### config.mk
export PLATFORM = sky130hd
export DESIGN_NAME = stepper_move_controller_flat
export DESIGN_NICKNAME = d
export VERILOG_FILES = /design/src/rtl/stepper_move_controller_if.sv /design/src/rtl/stepper_move_controller.sv /design/src/flat_wrapper.sv
export SDC_FILE = /design/constraint.sdc
export NUM_CORES = 1
export LEC_CHECK = 0
export BUFFER_PORTS_ARGS = -buffer_cell sky130_fd_sc_hd__buf_2
export CAP_MARGIN = 20
export CORE_MARGIN = 2
export CORE_UTILIZATION = 45
export CTS_BUF_LIST = sky130_fd_sc_hd__clkbuf_8 sky130_fd_sc_hd__clkbuf_16
export DETAILED_ROUTE_END_ITERATION = 8
export PLACE_DENSITY = 0.64
export SYNTH_ARGS = -nofsm -noshare
export SYNTH_HDL_FRONTEND = slang
export SYNTH_SLANG_ARGS = --single-unit
export TNS_END_PERCENT = 20
### constraint.sdc
create_clock -name clk -period 5.4 [get_ports clk]
set_input_delay 0.81 -clock clk [delete_from_list [all_inputs] [get_ports clk]]
set_output_delay 0.81 -clock clk [all_outputs]
set_load 0.01 [all_outputs]
### src/rtl/stepper_move_controller_if.sv
// Move-command handshake between the drive-level control logic (master)
// and the move sequencer (slave).
interface stepper_move_controller_if #(
    parameter int CNT_W = 16
);
    logic             cmd_valid;
    logic             cmd_ready;
    logic             cmd_dir;
    logic [CNT_W-1:0] cmd_steps;

    modport master (
        output cmd_valid,
        output cmd_dir,
        output cmd_steps,
        input  cmd_ready
    );

    modport slave (
        input  cmd_valid,
        input  cmd_dir,
        input  cmd_steps,
        output cmd_ready
    );
endinterface

### src/rtl/stepper_move_controller.sv
// Move sequencer: turns a (direction, step count) command into a trapezoidal
// train of single-cycle step_clk pulses for the stepper FSM.
module stepper_move_controller #(
    parameter int CNT_W        = 16,
    parameter int DIV_W        = 16,
    parameter int START_PERIOD = 4000,
    parameter int MIN_PERIOD   = 500,
    parameter int ACCEL_DEC    = 100
) (
    input  logic                      clk,
    input  logic                      rst,
    stepper_move_controller_if.slave  cmd,
    input  logic                      abort,
    output logic                      step_clk,
    output logic                      direction,
    output logic                      busy,
    output logic                      done,
    output logic                      aborted,
    output logic [CNT_W-1:0]          steps_left
);

    typedef enum logic [2:0] {
        S_IDLE,
        S_SETUP,
        S_ACCEL,
        S_CRUISE,
        S_DECEL,
        S_DONE
    } state_t;

    localparam logic [DIV_W-1:0] START_P = DIV_W'(START_PERIOD);
    localparam logic [DIV_W-1:0] MIN_P   = DIV_W'(MIN_PERIOD);
    localparam logic [DIV_W-1:0] DEC_P   = DIV_W'(ACCEL_DEC);
    localparam logic [DIV_W-1:0] DIV_ONE = DIV_W'(1);
    localparam logic [CNT_W-1:0] CNT_ONE = CNT_W'(1);

    state_t           state_q;
    state_t           state_d;
    logic [DIV_W-1:0] period_q;
    logic [DIV_W-1:0] interval_q;
    logic [CNT_W-1:0] ramp_q;

    logic             accept;
    logic             running;
    logic             step_due;
    logic [CNT_W-1:0] left_next;
    logic [CNT_W-1:0] ramp_next;
    logic             accel_turn;
    logic             cruise_turn;
    logic             at_floor;
    logic [DIV_W:0]   period_sum;
    logic [DIV_W-1:0] period_up;
    logic [DIV_W-1:0] period_dn;

    assign accept  = cmd.cmd_valid && (state_q == S_IDLE);
    assign running = (state_q == S_ACCEL) || (state_q == S_CRUISE) || (state_q == S_DECEL);

    // step_clk is registered, so a step is due one cycle before its pulse shows.
    assign step_due = running && !abort && (steps_left != '0)
                      && (interval_q == period_q - DIV_ONE);

    assign left_next   = steps_left - CNT_ONE;
    assign ramp_next   = ramp_q + CNT_ONE;
    assign accel_turn  = left_next <= ramp_next;
    assign cruise_turn = left_next <= ramp_q;

    // Ramp arithmetic in DIV_W+1 bits so neither direction can wrap.
    assign period_sum = {1'b0, period_q} + {1'b0, DEC_P};
    assign period_up  = (period_sum >= {1'b0, START_P}) ? START_P : period_sum[DIV_W-1:0];
    assign at_floor   = {1'b0, period_q} <= ({1'b0, MIN_P} + {1'b0, DEC_P});
    assign period_dn  = period_q - DEC_P;

    always_ff @(posedge clk or negedge rst) begin
        if (!rst) begin
            state_q <= S_IDLE;
        end else begin
            // NOTE: sequential state uses non-blocking assignments so every
            // register samples the pre-edge values regardless of block order.
            state_q <= state_d;
        end
    end

    always_comb begin
        // NOTE: default assignment first, so no path leaves state_d unassigned
        // and no latch is inferred.
        state_d = state_q;
        unique case (state_q)
            S_IDLE: begin
                if (accept) begin
                    state_d = (cmd.cmd_steps == '0) ? S_DONE : S_SETUP;
                end
            end
            S_SETUP: begin
                state_d = abort ? S_DONE : S_ACCEL;
            end
            S_ACCEL, S_CRUISE, S_DECEL: begin
                if (abort || (steps_left == '0)) begin
                    state_d = S_DONE;
                end else if (step_due) begin
                    if (state_q == S_ACCEL) begin
                        if (accel_turn) begin
                            state_d = S_DECEL;
                        end else if (at_floor) begin
                            state_d = S_CRUISE;
                        end
                    end else if ((state_q == S_CRUISE) && cruise_turn) begin
                        state_d = S_DECEL;
                    end
                end
            end
            S_DONE: begin
                state_d = S_IDLE;
            end
            default: begin
                state_d = S_IDLE;
            end
        endcase
    end

    always_comb begin
        cmd.cmd_ready = (state_q == S_IDLE);
        busy          = (state_q != S_IDLE) && (state_q != S_DONE);
        done          = (state_q == S_DONE);
    end

    always_ff @(posedge clk or negedge rst) begin
        if (!rst) begin
            step_clk   <= 1'b0;
            direction  <= 1'b0;
            aborted    <= 1'b0;
            steps_left <= '0;
            period_q   <= START_P;
            interval_q <= '0;
            ramp_q     <= '0;
        end else begin
            step_clk <= step_due;
            if (accept) begin
                direction  <= cmd.cmd_dir;
                steps_left <= cmd.cmd_steps;
                period_q   <= START_P;
                ramp_q     <= '0;
                interval_q <= '0;
                aborted    <= 1'b0;
            end else if ((state_q == S_SETUP) || running) begin
                // The SETUP cycle is counted as the first cycle of the opening interval.
                if (abort) begin
                    aborted <= 1'b1;
                end else if (step_due) begin
                    interval_q <= '0;
                    steps_left <= left_next;
                    unique case (state_q)
                        S_ACCEL: begin
                            ramp_q <= ramp_next;
                            if (!accel_turn) begin
                                period_q <= at_floor ? MIN_P : period_dn;
                            end
                        end
                        S_CRUISE: begin
                            if (cruise_turn) begin
                                period_q <= period_up;
                            end
                        end
                        default: begin
                            period_q <= period_up;
                        end
                    endcase
                end else begin
                    interval_q <= interval_q + DIV_ONE;
                end
            end
        end
    end

endmodule

### src/flat_wrapper.sv
// flat-port wrapper written by rule: the top's interface ports become plain ports
module stepper_move_controller_flat 
#(
    parameter int CNT_W        = 16,
    parameter int DIV_W        = 16,
    parameter int START_PERIOD = 4000,
    parameter int MIN_PERIOD   = 500,
    parameter int ACCEL_DEC    = 100
)
  (clk, rst, abort, step_clk, direction, busy, done, aborted, steps_left, cmd_cmd_valid, cmd_cmd_dir, cmd_cmd_steps, cmd_cmd_ready);
  stepper_move_controller_if #(.CNT_W(CNT_W)) cmd_i ();
  input  logic clk;
  input  logic rst;
  input  logic abort;
  output logic step_clk;
  output logic direction;
  output logic busy;
  output logic done;
  output logic aborted;
  output logic [CNT_W-1:0] steps_left;
  input wire logic [$bits(cmd_i.cmd_valid)-1:0] cmd_cmd_valid;
  input wire logic [$bits(cmd_i.cmd_dir)-1:0] cmd_cmd_dir;
  input wire logic [$bits(cmd_i.cmd_steps)-1:0] cmd_cmd_steps;
  output wire logic [$bits(cmd_i.cmd_ready)-1:0] cmd_cmd_ready;
  assign cmd_i.cmd_valid = cmd_cmd_valid;
  assign cmd_i.cmd_dir = cmd_cmd_dir;
  assign cmd_i.cmd_steps = cmd_cmd_steps;
  assign cmd_cmd_ready = cmd_i.cmd_ready;
  stepper_move_controller #(.CNT_W(CNT_W), .DIV_W(DIV_W), .START_PERIOD(START_PERIOD), .MIN_PERIOD(MIN_PERIOD), .ACCEL_DEC(ACCEL_DEC)) u_core (.clk(clk), .rst(rst), .cmd(cmd_i), .abort(abort), .step_clk(step_clk), .direction(direction), .busy(busy), .done(done), .aborted(aborted), .steps_left(steps_left));
endmodule
==> results_dict.tcl <==
set metrics [dict create \
    status "completed" \
    cts.path.max_buffers 2 \
    grt_pass1_vias 4941 \
    syn_to_final_growth_pct 12.5 \
    dp_cells 871 \
    avgSynthCellArea_um2 8.12 \
    rsz0062_at_grt "false" \
    synthArstFlopShare_pct 100 \
    skew_ns 0.00842 \
    io-pin-count 43 \
    synth_compound_area_share_pct 19.5 \
    die_h_um 116 \
    synth_xor_area_share_pct 10.8 \
    fin_util_pct 52.2 \
    regArea_um2 1710 \
    clock-root-buffer "clkbuf_16" \
    io_buffers 42 \
    multi_input_area_um2 3610 \
    synth_edf_count 0 \
    ir_drop_v 0.000272 \
    wl_per_cell_um 16.4 \
    fin_ws_ns 0.597 \
    finalPower_mw 3.28 \
    drt_iter0_drc 308 \
    max_freq_ghz 0.208 \
    firstDrtPassIters 5 \
    ctsHoldBuffers 0 \
    synth-adder-area-share_pct 8.72 \
    synth_ff_type "dfrtp_1" \
    maxSlewViolCount 0 \
    synth_mux_area_share_pct 0.738 \
    setup-violations-final 0 \
    dieArea_um2 13300 \
    tns_ns 0 \
    p_leak_nw 2.58 \
    instances_no_fill 888 \
    synth_seq_cells 68 \
    worst_pin_slew_ns 1.01 \
    place_hpwl_um 10600 \
    r2r_slack_ns 0.60 \
    syn-cell-area_um2 5600 \
    hold_ws_ns 0.475 \
    r2r-start "u_core.steps_left[0]$_DFFE_PN0P_" \
    min_to "u_core.ramp_q[11]$_DFFE_PN0P_" \
    holdCritPathClass "flop to flop" \
    grt-ovfl-total 0 \
    arrival_ns 5.07 \
    ys_warn_count 0 \
    hp-start "u_core.ramp_q[11]$_DFFE_PN0P_" \
    grt_first_pass_wirelength_um 24700 \
    fillerInstances 1148 \
    clock_latency_ns 0.34 \
    synthSimpleGateAreaFrac_pct 24.9 \
    cts_sinks 68 \
    start_kind "flop" \
    required_ns 5.67 \
    antenna_cells 0 \
    place_area_um2 5920 \
    reg2reg_depth 17 \
    rows 40 \
    ant_nets 0 \
    viasPerCell 5.90 \
    numCtsBuffers 9 \
    p_per_area_nw_per_um2 522 \
    core_area_um2 12100 \
    grt_max_degree 69 \
    synth_cells 689 \
    crit_path_end_kind "flop" \
    synth_top_family_by_area "simple AND/OR/NAND/NOR gates" \
    die_w_um 116 \
    routed-via-count 5241 \
    drive_gt1_share_pct 12.9 \
    hold_viol 0 \
    synth_seq_area_share_pct 30.5 \
    cts_resized 0 \
    period_needed_ns 4.80 \
    r2r-end "u_core.period_q[7]$_DFFE_PN1P_" \
    drcViolationCount 0 \
    start_util_pct 46.4 \
    crit_type "flop to flop" \
    clk_pin_slew_ns 0.06 \
    wl_um 14600 \
    cts_tree "yes" \
    pre_cts_ws_ns 0.660 \
    place_congestion 0.897 \
    synth.distinct_cells 69 \
    path_max_fanout 18 \
    stdcell_area_um2 6290 \
    post-route-period-util_pct 88.9 \
    nets 775 \
    syn_nets 749 \
    track_usage_pct 23.3 \
    maxCapViolCount 0 \
    post_cts_buffers 0 \
    antenna_found_initial 0 \
    holdPathStages 2 \
    htree_levels 3 \
    slew_headroom_pct 31.8 \
]
[where the power goes]
| group | internal [mW] | total [mW] | switching, mW |
|---|---|---|---|
| Clock | 0.464 | 0.699 | 0.235 |
| Combinational | 0.702 | 1.67 | 0.965 |
| Sequential | 0.651 | 0.919 | 0.268 |
| Total | 1.82 | 3.28 | 1.47 |
[critical path, stage by stage (launching register included)]
cell	delay, ns
dfrtp_1	0.45
inv_1	0.10
ha_1	0.22
nor3b_2	0.39
nand4_1	0.27
or3_1	0.42
nor3_1	0.26
xor2_1	0.27
ha_1	0.30
nand4_1	0.13
a2111oi_0	0.09
a211o_1	0.29
o211ai_1	0.27
o211ai_1	0.16
a21boi_2	0.65
buf_4	0.25
nor2_1	0.04
a31oi_1	0.15
[cell usage after synthesis, types with 4 or more instances]
| library cell | n | area [µm²] |
|---|---|---|
| dfstp_2 | 6 | 158 |
| inv_1 | 30 | 113 |
| a22o_1 | 4 | 35.0 |
| xnor2_1 | 43 | 377 |
| dfrtp_1 | 62 | 1550 |
| ha_1 | 39 | 488 |
| and3_1 | 13 | 81.3 |
| o21ai_0 | 60 | 300 |
| a31oi_1 | 6 | 37.5 |
| nor2b_1 | 10 | 62.6 |
| o21ai_2 | 10 | 87.6 |
| or3_1 | 7 | 43.8 |
| o211ai_1 | 5 | 37.5 |
| a21o_1 | 7 | 52.6 |
| xor2_1 | 26 | 228 |
| clkbuf_1 | 24 | 90.1 |
| nor4_1 | 7 | 43.8 |
| nor2_1 | 53 | 199 |
| or4_1 | 6 | 45.0 |
| nand2b_1 | 14 | 87.6 |
| nor3_1 | 20 | 100 |
| nand2_1 | 83 | 312 |
| a21oi_1 | 28 | 140 |
| nand3_1 | 25 | 125 |
| nand4_1 | 15 | 93.8 |
| buf_2 | 8 | 40.0 |
| and2_1 | 4 | 25.0 |
| o31ai_1 | 5 | 37.5 |
| o41ai_1 | 4 | 35.0 |
[worst max-delay path by stage]
| stage | from | to | slack, ns |
|---|---|---|---|
| 3_3_place_gp | u_core.steps_left[0]$_DFFE_PN0P_ | u_core.period_q[7]$_DFFE_PN1P_ | 0.88 |
| 5_1_grt | u_core.steps_left[0]$_DFFE_PN0P_ | u_core.period_q[9]$_DFFE_PN1P_ | 0.17 |
| 4_1_cts | u_core.steps_left[0]$_DFFE_PN0P_ | u_core.period_q[7]$_DFFE_PN1P_ | 0.63 |
| 2_1_floorplan | u_core.steps_left[0]$_DFFE_PN0P_ | u_core.period_q[6]$_DFFE_PN0P_ | 1.46 |
| 3_5_place_dp | u_core.steps_left[0]$_DFFE_PN0P_ | u_core.period_q[7]$_DFFE_PN1P_ | 0.66 |
| 6_report | u_core.steps_left[0]$_DFFE_PN0P_ | u_core.period_q[7]$_DFFE_PN1P_ | 0.60 |
[layer usage]
metal / vias to the layer above / GRT usage (%) / wire length [µm]
li1: 2520 / - / -
met1: 2509 / 33.5 / 7100
met2: 185 / 35.3 / 6400
met3: 27 / 3.56 / 820
met4: 0 / 8.59 / 284
met5: - / 0 / 0
[cell usage in the layout, fill, tap and decap left out, drive strengths merged, types with 3 or more instances in the layout]
| cell | netlist | routed |
|---|---|---|
| or2 | 3 | 3 |
| clkbuf | 24 | 10 |
| nand2b | 14 | 14 |
| dfstp | 6 | 6 |
| xnor2 | 43 | 43 |
| dfrtp | 62 | 62 |
| and2 | 5 | 5 |
| xor2 | 26 | 26 |
| nand3 | 25 | 25 |
| mux2i | 3 | 3 |
| nand4 | 15 | 15 |
| a21oi | 28 | 28 |
| nand2 | 83 | 83 |
| o21a | 3 | 3 |
| bufinv | 0 | 3 |
| nand4b | 3 | 3 |
| o41ai | 4 | 4 |
| inv | 30 | 30 |
| nor2 | 54 | 54 |
| o31ai | 5 | 5 |
| a211oi | 4 | 4 |
| and3 | 13 | 13 |
| a31oi | 6 | 6 |
| o21ai | 70 | 70 |
| a22o | 4 | 4 |
| nor2b | 10 | 10 |
| or3 | 7 | 7 |
| ha | 39 | 39 |
| a21o | 7 | 7 |
| nor4 | 7 | 7 |
| or4 | 7 | 7 |
| o211ai | 5 | 5 |
| a21boi | 3 | 3 |
| nor3 | 21 | 21 |
| buf | 12 | 51 |
| o311ai | 3 | 3 |
[cell type report]
type	count	share of cell area [%]
Tap cell	168	3.34
Sequential cell	68	27.2
Clock buffer	10	3.80
Inverter	30	1.79
Timing Repair Buffer	51	4.73
Clock inverter	6	1.77
Multi-Input combinational cell	555	57.4
[state kept, by name, summed over array words and instances, names as in the netlist]
name and cells:
u_core.direction 1, u_core.aborted 1, u_core.state_q 3, u_core.step_clk 1
u_core.ramp_q 16, u_core.steps_left 16, u_core.period_q 14, u_core.interval_q 16
[cells by family after synthesis]
logic type | Yosys count
xor gates and xnor gates | 69
DFF | 68
buffers and inverters | 66
and+or+nand+nor | 277
AOI/OAI and AO/OA | 166
adders and majority gates | 39
muxes | 4
No activity file was read; power rests on OpenSTA's default activity.
